--- src/rtl/rom_readback.sv ---
// rom_readback: serves HPS upload reads by reading back the ROM regions of the
// download address map through the shared dpram read-back port, keeping a
// per-session checksum and byte count.
module rom_readback #(
    parameter int unsigned RD_LATENCY = 2
) (
    input  logic        CLK,
    input  logic        RESET_N,
    input  logic        UPLOAD,
    input  logic        RD,
    input  logic [24:0] ADDR,
    output logic [7:0]  DOUT,
    output logic        WAIT,
    output logic [3:0]  MEM_SEL,
    output logic [16:0] MEM_ADDR,
    output logic        MEM_RD,
    input  logic [7:0]  MEM_Q,
    output logic [15:0] CHKSUM,
    output logic [24:0] BYTE_CNT,
    output logic        DONE
);

    localparam int unsigned AW = 25;
    localparam int unsigned OW = 17;
    localparam int unsigned CW = 16;
    localparam int unsigned LW = 3;

    localparam logic [1:0] S_IDLE = 2'd0;
    localparam logic [1:0] S_LAT  = 2'd1;
    localparam logic [1:0] S_CAPT = 2'd2;

    localparam logic [3:0] SEL_NONE = 4'hF;

    logic [1:0]    state, state_d;
    logic [LW-1:0] cnt, cnt_d;
    logic          upload_q;

    logic [7:0]    dout_d;
    logic          wait_d;
    logic [3:0]    sel_d;
    logic [OW-1:0] addr_d;
    logic          rd_d;
    logic [CW-1:0] chk_d;
    logic [AW-1:0] bcnt_d;
    logic          done_d;

    logic [3:0]    dec_sel;
    logic [OW-1:0] dec_off;
    logic [16:0]   spr_off;
    logic [9:0]    prom_off;
    logic [7:0]    cap_byte;
    logic          rise, fall;

    assign spr_off  = 17'(ADDR - 25'h38000);
    assign prom_off = 10'(ADDR - 25'h58000);
    assign cap_byte = (MEM_SEL == SEL_NONE) ? 8'hFF : MEM_Q;
    assign rise     = UPLOAD & ~upload_q;
    assign fall     = ~UPLOAD & upload_q;

    // Address map decode: byte address -> region index and offset
    always_comb begin
        dec_sel = SEL_NONE;
        dec_off = '0;
        if (ADDR < 25'h04000) begin
            dec_sel = 4'd0;
            dec_off = OW'(ADDR);
        end else if (ADDR < 25'h08000) begin
            dec_sel = 4'd1;
            dec_off = OW'(ADDR - 25'h04000);
        end else if (ADDR < 25'h10000) begin
            dec_sel = 4'd2;
            dec_off = OW'(ADDR - 25'h08000);
        end else if (ADDR < 25'h12000) begin
            dec_sel = 4'd3;
            dec_off = OW'(ADDR - 25'h10000);
        end else if (ADDR < 25'h14000) begin
            dec_sel = 4'd4;
            dec_off = OW'(ADDR - 25'h12000);
        end else if (ADDR < 25'h16000) begin
            dec_sel = 4'd5;
            dec_off = OW'(ADDR - 25'h14000);
        end else if (ADDR < 25'h18000) begin
            dec_sel = 4'd6;
            dec_off = OW'(ADDR - 25'h16000);
        end else if (ADDR < 25'h38000) begin
            dec_sel = 4'd7;
            dec_off = OW'(ADDR - 25'h18000);
        end else if (ADDR < 25'h58000) begin
            dec_sel = 4'd8 + 4'(spr_off[16:15]);
            dec_off = OW'(spr_off[14:0]);
        end else if (ADDR < 25'h58300) begin
            dec_sel = 4'd12 + 4'(prom_off[9:8]);
            dec_off = OW'(prom_off[7:0]);
        end
    end

    // Next-state and next-output logic; an UPLOAD fall aborts any read in flight
    always_comb begin
        state_d = state;
        cnt_d   = cnt;
        dout_d  = DOUT;
        wait_d  = WAIT;
        sel_d   = MEM_SEL;
        addr_d  = MEM_ADDR;
        rd_d    = 1'b0;
        chk_d   = CHKSUM;
        bcnt_d  = BYTE_CNT;
        done_d  = 1'b0;
        if (fall) begin
            done_d  = 1'b1;
            state_d = S_IDLE;
            wait_d  = 1'b0;
            sel_d   = SEL_NONE;
        end else begin
            if (rise) begin
                chk_d  = '0;
                bcnt_d = '0;
            end
            case (state)
                S_IDLE: begin
                    if (RD && UPLOAD) begin
                        sel_d  = dec_sel;
                        addr_d = dec_off;
                        wait_d = 1'b1;
                        if (dec_sel == SEL_NONE) begin
                            state_d = S_CAPT;
                        end else begin
                            rd_d    = 1'b1;
                            cnt_d   = LW'(RD_LATENCY - 1);
                            state_d = S_LAT;
                        end
                    end
                end
                S_LAT: begin
                    if (cnt == '0) begin
                        state_d = S_CAPT;
                    end else begin
                        cnt_d = cnt - LW'(1);
                    end
                end
                S_CAPT: begin
                    dout_d  = cap_byte;
                    chk_d   = CHKSUM + CW'(cap_byte);
                    bcnt_d  = (&BYTE_CNT) ? BYTE_CNT : BYTE_CNT + AW'(1);
                    wait_d  = 1'b0;
                    sel_d   = SEL_NONE;
                    state_d = S_IDLE;
                end
                default: state_d = S_IDLE;
            endcase
        end
    end

    // State and output registers
    always_ff @(posedge CLK or negedge RESET_N) begin
        if (!RESET_N) begin
            state    <= S_IDLE;
            cnt      <= '0;
            upload_q <= 1'b0;
            DOUT     <= 8'h00;
            WAIT     <= 1'b0;
            MEM_SEL  <= SEL_NONE;
            MEM_ADDR <= '0;
            MEM_RD   <= 1'b0;
            CHKSUM   <= '0;
            BYTE_CNT <= '0;
            DONE     <= 1'b0;
        end else begin
            state    <= state_d;
            cnt      <= cnt_d;
            upload_q <= UPLOAD;
            DOUT     <= dout_d;
            WAIT     <= wait_d;
            MEM_SEL  <= sel_d;
            MEM_ADDR <= addr_d;
            MEM_RD   <= rd_d;
            CHKSUM   <= chk_d;
            BYTE_CNT <= bcnt_d;
            DONE     <= done_d;
        end
    end

endmodule

--- config.mk ---
export PLATFORM = sky130hd
export DESIGN_NAME = rom_readback
export DESIGN_NICKNAME = d
export VERILOG_FILES = /design/src/rtl/rom_readback.sv
export SDC_FILE = /design/constraint.sdc
export NUM_CORES = 1
export LEC_CHECK = 0
export BUFFER_PORTS_ARGS = -buffer_cell sky130_fd_sc_hd__buf_2
export CAP_MARGIN = 15
export CORE_AREA = 8 8 146 148
export DETAILED_ROUTE_END_ITERATION = 10
export DIE_AREA = 0 0 154 156
export PLACE_DENSITY_LB_ADDON = 0.25
export SLEW_MARGIN = 20
export SYNTH_ARGS = -nofsm -noshare
export SYNTH_HDL_FRONTEND = slang
export SYNTH_SLANG_ARGS = --single-unit
--- constraint.sdc ---
create_clock -name CLK -period 3.2 [get_ports CLK]
set_input_delay 0.16 -clock CLK [delete_from_list [all_inputs] [get_ports CLK]]
set_output_delay 0.16 -clock CLK [all_outputs]
set_load 0.005 [all_outputs]
==> results of run 1 <==
through the flow:
stage / instance area [µm²] / instances / setup WS [ns]
floorplan: 4450 / 469 / 0.507
global placement: 5280 / 807 / 0.361
detailed placement: 5280 / 807 / 0.213
finish: 5610 / 825 / 0.272
global route: 5610 / 825 / 0.0742
CTS: 5600 / 824 / 0.197
where the power goes:
part           internal [mW]  leakage (nW)  switching (mW)
registers               1.07          1.02          0.0651
clock network          0.666         0.156           0.414
logic                  0.264          1.44           0.353
cell families after synthesis:
family | after synthesis | share of synthesized area, %
and+or+nand+nor | 187 | 21.2
AOI/OAI and AO/OA | 100 | 15.1
DFF | 79 | 44.5
buffers and inverters | 35 | 3.18
xor gates and xnor gates | 33 | 6.50
adders and majority gates | 22 | 6.36
muxes | 13 | 3.18
repair_timing:
| action | 4_1_cts | 5_1_grt |
|---|---|---|
| gates resized for setup | 0 | 1 |
| hold buffers | 1 | 1 |
| endpoints found under the setup margin | 0 | 2 |
| endpoints found under the hold margin | 1 | 75 |
| setup buffers | 0 | 0 |
worst reg2reg max path, cell delays in order (launching register included):
cell and delay, ns:
dfstp_2 0.55, nand4_1 0.18, buf_4 0.21, nor2b_1 0.17, fa_1 0.41, nor2b_1 0.16, o21ai_0 0.12, a21boi_0 0.29
o21ai_1 0.19, a211oi_1 0.31, xnor2_1 0.16, nor2_1 0.05
sequential cells by signal, indices dropped and copies added (netlist names):
| register | count |
|---|---|
| upload_q | 1 |
| MEM_RD | 1 |
| MEM_SEL | 4 |
| WAIT | 1 |
| cnt | 3 |
| BYTE_CNT | 25 |
| CHKSUM | 16 |
| MEM_ADDR | 17 |
| state | 2 |
| DOUT | 8 |
| DONE | 1 |
layout make-up:
type | count | area (µm²)
Clock buffer | 13 | 270
Clock inverter | 3 | 40.0
Fill cell | 1995 | 13500
Inverter | 19 | 71.3
Multi-Input combinational cell | 355 | 2330
Sequential cell | 79 | 1980
Tap cell | 238 | 298
Timing Repair Buffer | 118 | 624
synth_stat cells (all sizes together) (3+ instances only):
master / number / area, µm²
clkbuf: 12 / 45.0
ha: 21 / 263
xnor2: 12 / 105
nand2b: 13 / 81.3
and4: 3 / 26.3
nand2: 53 / 201
buf: 4 / 25.0
a211oi: 6 / 45.0
mux2: 9 / 101
nor2: 45 / 169
dfrtp: 75 / 1880
nor2b: 7 / 43.8
inv: 19 / 71.3
and2: 4 / 25.0
a31oi: 4 / 25.0
nand4: 8 / 50.1
or3: 4 / 25.0
or2: 3 / 18.8
nor4: 6 / 67.6
o21ai: 27 / 135
dfstp: 4 / 105
o41ai: 3 / 33.8
mux2i: 4 / 40.0
and3: 3 / 18.8
xor2: 21 / 184
a22o: 9 / 78.8
a21o: 6 / 45.0
nand3: 21 / 105
nor3: 10 / 50.1
o31ai: 3 / 22.5
a21oi: 21 / 105
a41oi: 4 / 35.0
path summary, 6_finish.rpt:
check                               end  slack [ns]
setup / recovery             CHKSUM[12]        0.27
hold / removal              MEM_ADDR[2]        0.04
setup reg to reg             CHKSUM[12]        0.27
hold reg to reg            MEM_ADDR[11]        0.49
max in group asynchronous   MEM_ADDR[0]        2.24
min in group asynchronous    CHKSUM[14]        0.45
per-layer routing:
metal  global-route usage [%]  up-vias
met1                     13.2     1931
met4                     4.43        0
li1                         -     1899
met5                        0        -
met3                     2.91       18
met2                     19.2       98
==> flow_summary.toml, run 1 <==
[floorplan]
dieArea_mm2 = 0.0240
core-area_mm2 = 0.0191
fp.dieW_um = 154
die_y_um = 156
initial_utilization_pct = 23.3
rows = 51
io_pins = 110

[detailed_routing]
wl_per_cell_um = 15.9
wl_met2_um = 6540
detail_route.vias_per_cell = 4.78
routed.top_layer = "met4"
vias = 3946
antenna_left = 0
drc = 0
drt_first_pass_iters = 4
wl_met1_um = 5660
met3WireLength_um = 658
drt_iter0_drc = 174
finalWirelength_um = 13100

[pwr]
power_density_mw_per_mm2 = 504
ir_drop_mv = 0.224
power.total_mw = 2.83
leakage_nw = 2.62

[timing]
min_period_over_period_pct = 91.5
worst_slew_margin_rel_pct = 49.1
slew_violations = 0
rsz0062_at_grt = "false"
fin_setup_tns_ns = 0
period_minus_slack_ns = 2.93
setup_viol = 0
hold_slack_ns = 0.0379
fmax_mhz = 342
worst_slew_pin_slew_ns = 0.763
skew_ns = 0.00604
timing_hold_violations_final = 0

[synthesis]
synth_seq_cells = 79
seq_area_frac_synth_pct = 44.5
syn_area_mm2 = 0.00445
syn_inst = 469
ys_types = 56
ys_warn_count = 0
avgSynthCellArea_um2 = 9.49
synth_edf_count = 0
async_flop_share_pct = 100
synth-main-ff-cell = "dfrtp_1"
synth_fp_nets = 528

[setup_path]
crit_path_max_incr_delay_ns = 0.55
crit_start = "MEM_SEL[2]"
cp.arrival_ns = 3.14
critPathSlowestCell = "dfstp_2"
cp_top_family = "compound AO/OA/AOI/OAI gates"
cp.depth = 11
r2r-start = "MEM_SEL[2]"
crit_chain = "nand4_1, buf_4, nor2b_1, fa_1, nor2b_1, o21ai_0, a21boi_0, o21ai_1, a211oi_1, xnor2_1, nor2_1"
cp_num_buf_inv = 1
worstPathRequired_ns = 3.41
cp-end-kind = "register"
critPathLaunchType = "register"
crit_fanout = 7
timing.critical_path.mode_cell = "nor2b_1"
ff2ff_path_depth = 11
path_class = "register to register"

[cts]
tritoncts = "yes"
cts_sinks = 79
clock_path_buffers = 2
cts_root_buffer = "clkbuf_16"
clk_latency_ns = 0.34
cts.clk_slew.worst_paths_ns = 0.06
numCtsBuffers = 9
cts_htree_levels = 3

[job]
drv_cap = 0

[cells_and_area]
final_common_cell = "buf_2"
area_growth_pct = 26.1
final_nets = 641
layout-drive-gt1-share_pct = 25.7
mostFrequentLayoutCells = "buf_2, dfrtp_1, nand2_1, nor2_1, o21ai_0"
final_core_utilization_pct = 29.4
diodes = 0

[placed_design]
port_buffers = 109
gp_congestion = 0.806
dp_hpwl_um = 9920

[worst_hold_path]
hold_path_depth = 2
hp-class = "input pin to register"
holdCritStartpoint = "ADDR[2]"

[grt]
grt.total_usage_pct = 11.2
grt_pass1_wl_um = 21500
grt_antenna_before_repair = 0
grt_pass1_vias = 4084
grt.overflow.total = 0
grt_max_degree = 80

[status]
status = "completed"
No activity file was read; power rests on OpenSTA's default activity.
==> run 2: changes to the inputs <==
- ABC_AREA: unset -> 1
- CORE_AREA: 8 8 146 148 -> 8 8 152 154
- DIE_AREA: 0 0 154 156 -> 0 0 160 162
- GPL_ROUTABILITY_DRIVEN: unset -> 0
==> run 2 against run 1 <==
  * Worst setup slack gained 0.11 ns
  * Clock-buffer cell count shrank 2
  * Flip-flop and latch count is the same
  * Critical path type unchanged
  * Sequential share of layout area shrank 2.9 points
  * Largest power group is now combinational logic
==> flow_summary.toml, run 2 <==
[status]
status = "completed"

[floorplan]
dieArea_mm2 = 0.0259
die_y_um = 162
initial_utilization_pct = 23.7
core-area_mm2 = 0.0207
fp.dieW_um = 160
rows = 53
io_pins = 110

[setup_path]
cp-end-kind = "register"
cp.arrival_ns = 3.04
critPathLaunchType = "register"
worstPathRequired_ns = 3.43
path_class = "register to register"
crit_fanout = 8

[pwr]
intPower_mw = 2.44
swShare_pct = 38.3
ir_drop_mv = 0.282
power_frac_seq_pct = 33.7
p_sw_mw = 1.52
power.total_mw = 3.96
leakage_nw = 2.98
clkPwrFrac_pct = 28.5
combPwrFrac_pct = 37.7
power_density_mw_per_mm2 = 648

[synthesis]
ys_types = 40
synth.most_common_cell = "nand2_1"
synth_compound_area_share_pct = 13.0
synth-main-ff-cell = "dfrtp_1"
synth_fp_nets = 698
seq_area_frac_synth_pct = 40.5
synthAdderAreaFrac_pct = 5.78
async_flop_share_pct = 100
syn_area_mm2 = 0.00490
muxShareOfSynthArea_pct = 0
yosys.area_share.simple_pct = 28.8
synth_edf_count = 0
synth_area_leader_cell = "dfrtp_1"
syn_inst = 639
synth_top_family_by_area = "simple AND/OR/NAND/NOR gates"
synth_xor_area_share_pct = 3.22
synth_seq_cells = 79
ys_warn_count = 0
avgSynthCellArea_um2 = 7.66
synth.top_cells.by_count = "nand2_1, inv_1, dfrtp_1"
synth_top_area_share_pct = 38.3
yosys-top-cells-area = "dfrtp_1, nand2_1, inv_1, ha_1, nand3_1"

[timing]
fin_setup_tns_ns = 0
min_period_over_period_pct = 88.0
timing_hold_violations_final = 0
setup_viol = 0
worst_slew_pin_slew_ns = 0.878
skew_ns = 0.0120
layout_setup_ws_ns = 0.385
fmax_mhz = 355
slew_violations = 0
rsz0062_at_grt = "false"
worst_slew_margin_rel_pct = 40.9
period_minus_slack_ns = 2.82

[placed_design]
dpl_cell_area_mm2 = 0.00577
dp_hpwl_um = 11300
port_buffers = 109
preCtsSetupSlack_ns = 0.384

[cells_and_area]
top_regs = "BYTE_CNT (25), MEM_ADDR (17), CHKSUM (16)"
final_common_cell = "nand2_1"
largest_register_ffs = 25
final_area_mm2 = 0.00612
diodes = 0
mostFrequentLayoutCells = "nand2_1, buf_2, inv_1, dfrtp_1, nor2_1"
final_nets = 816
regMostFlops = "BYTE_CNT"
final_core_utilization_pct = 29.6
layout-drive-gt1-share_pct = 22.0
fillCellCount = 2298
area_growth_pct = 24.9

[cts]
tritoncts = "yes"
numCtsBuffers = 9
cts_htree_levels = 3
clock_path_buffers = 2
cts_root_buffer = "clkbuf_16"
clk_latency_ns = 0.34
cts_sinks = 79
cts.clk_slew.worst_paths_ns = 0.07

[detailed_routing]
finalWirelength_um = 14500
drt_first_pass_iters = 5
drc = 0
antenna_left = 0
vias = 4596
detail_route.vias_per_cell = 4.43
wl_per_cell_um = 14.0
drt_iter0_drc = 235

[worst_hold_path]
hp-class = "input pin to register"

[job]
drv_cap = 0

[grt]
grt_pass1_vias = 4647
grt_pass1_wl_um = 23700
grt_antenna_before_repair = 0
grt.overflow.total = 0
grt_max_degree = 52
grt.total_usage_pct = 11.2
==> run 2: worst paths after layout <==
path | end | start | cells past startpoint | slack, ns
worst max-delay path | CHKSUM[12] | MEM_SEL[2] | 16 | 0.38
worst min-delay path | MEM_ADDR[0] | ADDR[0] | 3 | 0.07
worst max register to register | CHKSUM[12] | MEM_SEL[2] | 16 | 0.38
worst min register to register | cnt[1] | cnt[1] | 2 | 0.47
max in group asynchronous | MEM_SEL[3] | RESET_N | 3 | 2.03
min in group asynchronous | BYTE_CNT[22] | RESET_N | 2 | 0.41
==> run 2: layout make-up <==
cell class              instances  area (µm²)  share of cell area [%]
clock buffers                  11         243                    3.97
well taps                     275         344                    5.63
clock inverters                 5        81.3                    1.33
flip-flops and latches         79        1980                    32.4
inverters                      95         369                    6.04
repair buffers                117         613                    10.0
multi-input cells             455        2480                    40.6
==> run 2: worst max-delay path, cell delays in order (launching register included) <==
cell	delay, ns
dfstp_2	0.54
nand4_1	0.12
inv_1	0.19
or2_2	0.16
ha_1	0.16
inv_1	0.05
fa_1	0.38
nor2_1	0.15
o21ai_0	0.12
nand2_1	0.10
nand4_1	0.08
nand2_1	0.12
nand2_1	0.06
nor2_1	0.17
nand2_1	0.09
o21ai_0	0.15
a21oi_1	0.06
==> run 2: timing repair <==
action                                 in CTS  in global routing
endpoints found under the hold margin      50                  0
resized for setup                           0                  0
hold buffers                                2                  0
buffers inserted                            0                  0
==> run 2: metrics by stage <==
stage	hold WS [ns]	std cells
3_5_place_dp	0.264	1019
2_1_floorplan	-0.136	639
3_3_place_gp	0.267	1019
5_1_grt	0.0767	1037
6_report	0.0726	1037
4_1_cts	0.0560	1037
==> run 2: per-layer routing <==
metal,share of wire (%),vias to the layer above,wire [µm],global-route usage (%)
li1,-,2363,-,-
met1,48,2110,6930,14.3
met2,45,110,6520,18.1
met3,5.9,13,861,3.11
met4,1.3,0,186,3.61
met5,0,-,0,0
==> run 2: kinds of logic (layout without fill, tap and decap cells) <==
kind of cell / Yosys count / after routing
flops: 79 / 79
fa+ha+maj: 22 / 22
compound gates: 104 / 104
simple gates: 311 / 311
buf+inv: 105 / 228
xor+xnor: 18 / 18
==> run 2: power by group through the flow <==
stage	clock network, mW	logic [mW]	registers (mW)
2_1_floorplan	0	1.03	1.34
3_5_place_dp	0	1.51	1.35
3_3_place_gp	0	1.51	1.35
5_1_grt	1.21	1.71	1.36
6_report	1.13	1.50	1.34
4_1_cts	1.17	1.52	1.34
==> run 3: changes to the inputs <==
- GPL_TIMING_DRIVEN: unset -> 0
- clock period: 3.2 -> 2.5 ns (I/O delays scaled with it)
==> run 3 against run 2 <==
  * The run now ends with setup timing left
  * Core utilization rose by 1.7 points
  * Total power is 45% higher
  * Register-to-register slack lost 0.41 ns
  * Largest power group unchanged
  * Design area rose by 5.6%
  * Clock skew fell by 0.0039 ns
  * Flip-flop and latch count is the same
  * Highest routed layer unchanged
  * Largest cell class unchanged
  * Clock-buffer cell count shrank 1
  * Routed wire length increased by 4.3%
  * Sequential power grew 28%
  * Hold slack got worse by 0.035 ns
==> flow_summary.toml, run 3 (same netlist as run 2, synthesis figures left out) <==
[status]
status = "finished, violations left"
failed_checks = "setup timing"

[placed_design]
preCtsSetupSlack_ns = -0.417
dp_cells = 1024
port_buffers = 109
dpl_cell_area_mm2 = 0.00582
dp_hpwl_um = 11600

[grt]
grtUsageMet1_pct = 15.3
grt_pass1_vias = 4771
grt_pass1_wl_um = 24900
grt_max_degree = 52
grt_antenna_before_repair = 0
grtUsageMet2_pct = 18.7
grt.total_usage_pct = 11.8
grt.busiest_layer = "met2"
grt.overflow.total = 0
grt_use_met3_pct = 3.14

[detailed_routing]
drt_iter0_drc = 249
wl_per_cell_um = 14.3
vias = 4693
detail_route.vias_per_cell = 4.44
drc = 0
finalWirelength_um = 15100
antenna_left = 0
drt_first_pass_iters = 4

[cells_and_area]
final_nets = 837
stdcell_count = 1058
final_common_cell = "nand2_1"
ff_latch_area_mm2 = 0.00198
layout-drive-gt1-share_pct = 25.9
fillCellCount = 2253
final_area_mm2 = 0.00646
diodes = 0
area_growth_pct = 31.9
multiInputGateArea_mm2 = 0.00263
regMostFlops = "BYTE_CNT"
largest_register_ffs = 25
top_regs = "BYTE_CNT (25), MEM_ADDR (17), CHKSUM (16)"
mostFrequentLayoutCells = "nand2_1, buf_2, inv_1, dfrtp_1, nor2_1"

[floorplan]
die_y_um = 162
initial_utilization_pct = 23.7
io_pins = 110
fp.dieW_um = 160
core-area_mm2 = 0.0207
rows = 53
dieArea_mm2 = 0.0259

[timing]
skew_ns = 0.00817
slew_violations = 0
fmax_mhz = 395
layout_setup_ws_ns = -0.0298
period_minus_slack_ns = 2.53
worst_slew_margin_rel_pct = 42.5
setup_viol = 2
rsz0062_at_grt = "true"
min_period_over_period_pct = 101
timing_hold_violations_final = 0
worst_slew_pin_slew_ns = 0.855

[setup_path]
ff2ff_path_depth = 16
r2r-start = "MEM_SEL[3]"
worstPathRequired_ns = 2.73
cp.arrival_ns = 2.76
worst-r2r-setup-slack_ns = -0.03
cp-end-kind = "register"
crit_fanout = 3
critPathLaunchType = "register"
path_class = "register to register"
r2r-end = "CHKSUM[14]"

[worst_hold_path]
hp-class = "input pin to register"
whs_endpoint = "MEM_ADDR[4]"
hold_path_depth = 3
holdCritStartpoint = "ADDR[4]"

[cts]
cts_sinks = 79
cts_root_buffer = "clkbuf_16"
clk_latency_ns = 0.34
clock_path_buffers = 2
numCtsBuffers = 9
tritoncts = "yes"
cts.clk_slew.worst_paths_ns = 0.07
cts_htree_levels = 3

[pwr]
ir_drop_mv = 0.428
power_density_mw_per_mm2 = 890
leakage_nw = 3.13

[job]
drv_cap = 0
## run 3: per-layer routing
| layer | routed length [µm] | vias to the layer above |
|---|---|---|
| li1 | - | 2395 |
| met1 | 7200 | 2164 |
| met2 | 6890 | 111 |
| met3 | 767 | 23 |
| met4 | 257 | 0 |
| met5 | 0 | - |
## run 3: critical path: stages, from the launching register on
cell and delay (ns):
dfstp_2 0.54, nand4_1 0.15, inv_2 0.12, or2_4 0.14, ha_4 0.12, inv_2 0.04
fa_2 0.37, nor2_4 0.13, o21ai_2 0.06, nand2_1 0.07, nand4_1 0.11, nand2_2 0.09
nand2_1 0.06, nor2_2 0.13, nand3_1 0.11, o21ai_1 0.12, a21oi_1 0.05
## run 3: repair_timing
action                                  CTS  global route
gates cloned                              0             0
setup buffers                            13             4
endpoints found under the setup margin    7            18
hold endpoints to repair                 29             0
pin swaps                                14            13
hold buffers                              2             0
resized for setup                        24             9
## run 3: stage by stage
stage / hold slack, ns / power (mW) / utilization, % / setup TNS, ns
floorplan: -0.171 / 3.02 / - / 0
global placement: 0.308 / 3.73 / 28.0 / -1.75
detailed placement: 0.0954 / 3.75 / 28.1 / -1.57
CTS: 0.0154 / 5.71 / 30.9 / -0.250
global route: 0.0323 / 6.20 / 31.2 / -0.761
finish: 0.0371 / 5.75 / 31.2 / -0.0564
## run 3: power breakdown
group,internal [mW],switching [mW],total [mW]
clock,1.01,0.570,1.58
sequential,1.52,0.204,1.72
combinational,1.07,1.37,2.45
total,3.60,2.15,5.75
## run 3: layout make-up
type | count | share of cell area (%)
multi-input cells | 455 | 40.7
repair buffers | 128 | 11.1
inverters | 95 | 5.71
well taps | 275 | 5.33
flip-flops and latches | 79 | 30.7
clock buffers | 10 | 3.70
clock inverters | 6 | 1.78
plain buffers | 10 | 0.949
## run 3: worst max path at each step
stage	from	endpoint	cells past startpoint
final	MEM_SEL[3]	CHKSUM[14]	16
after global routing	MEM_SEL[3]	CHKSUM[12]	16
after CTS	MEM_SEL[0]	CHKSUM[14]	16
after detailed placement	MEM_SEL[0]	CHKSUM[14]	16
after global placement	MEM_SEL[1]	CHKSUM[12]	16
after floorplan	MEM_SEL[2]	CHKSUM[14]	16
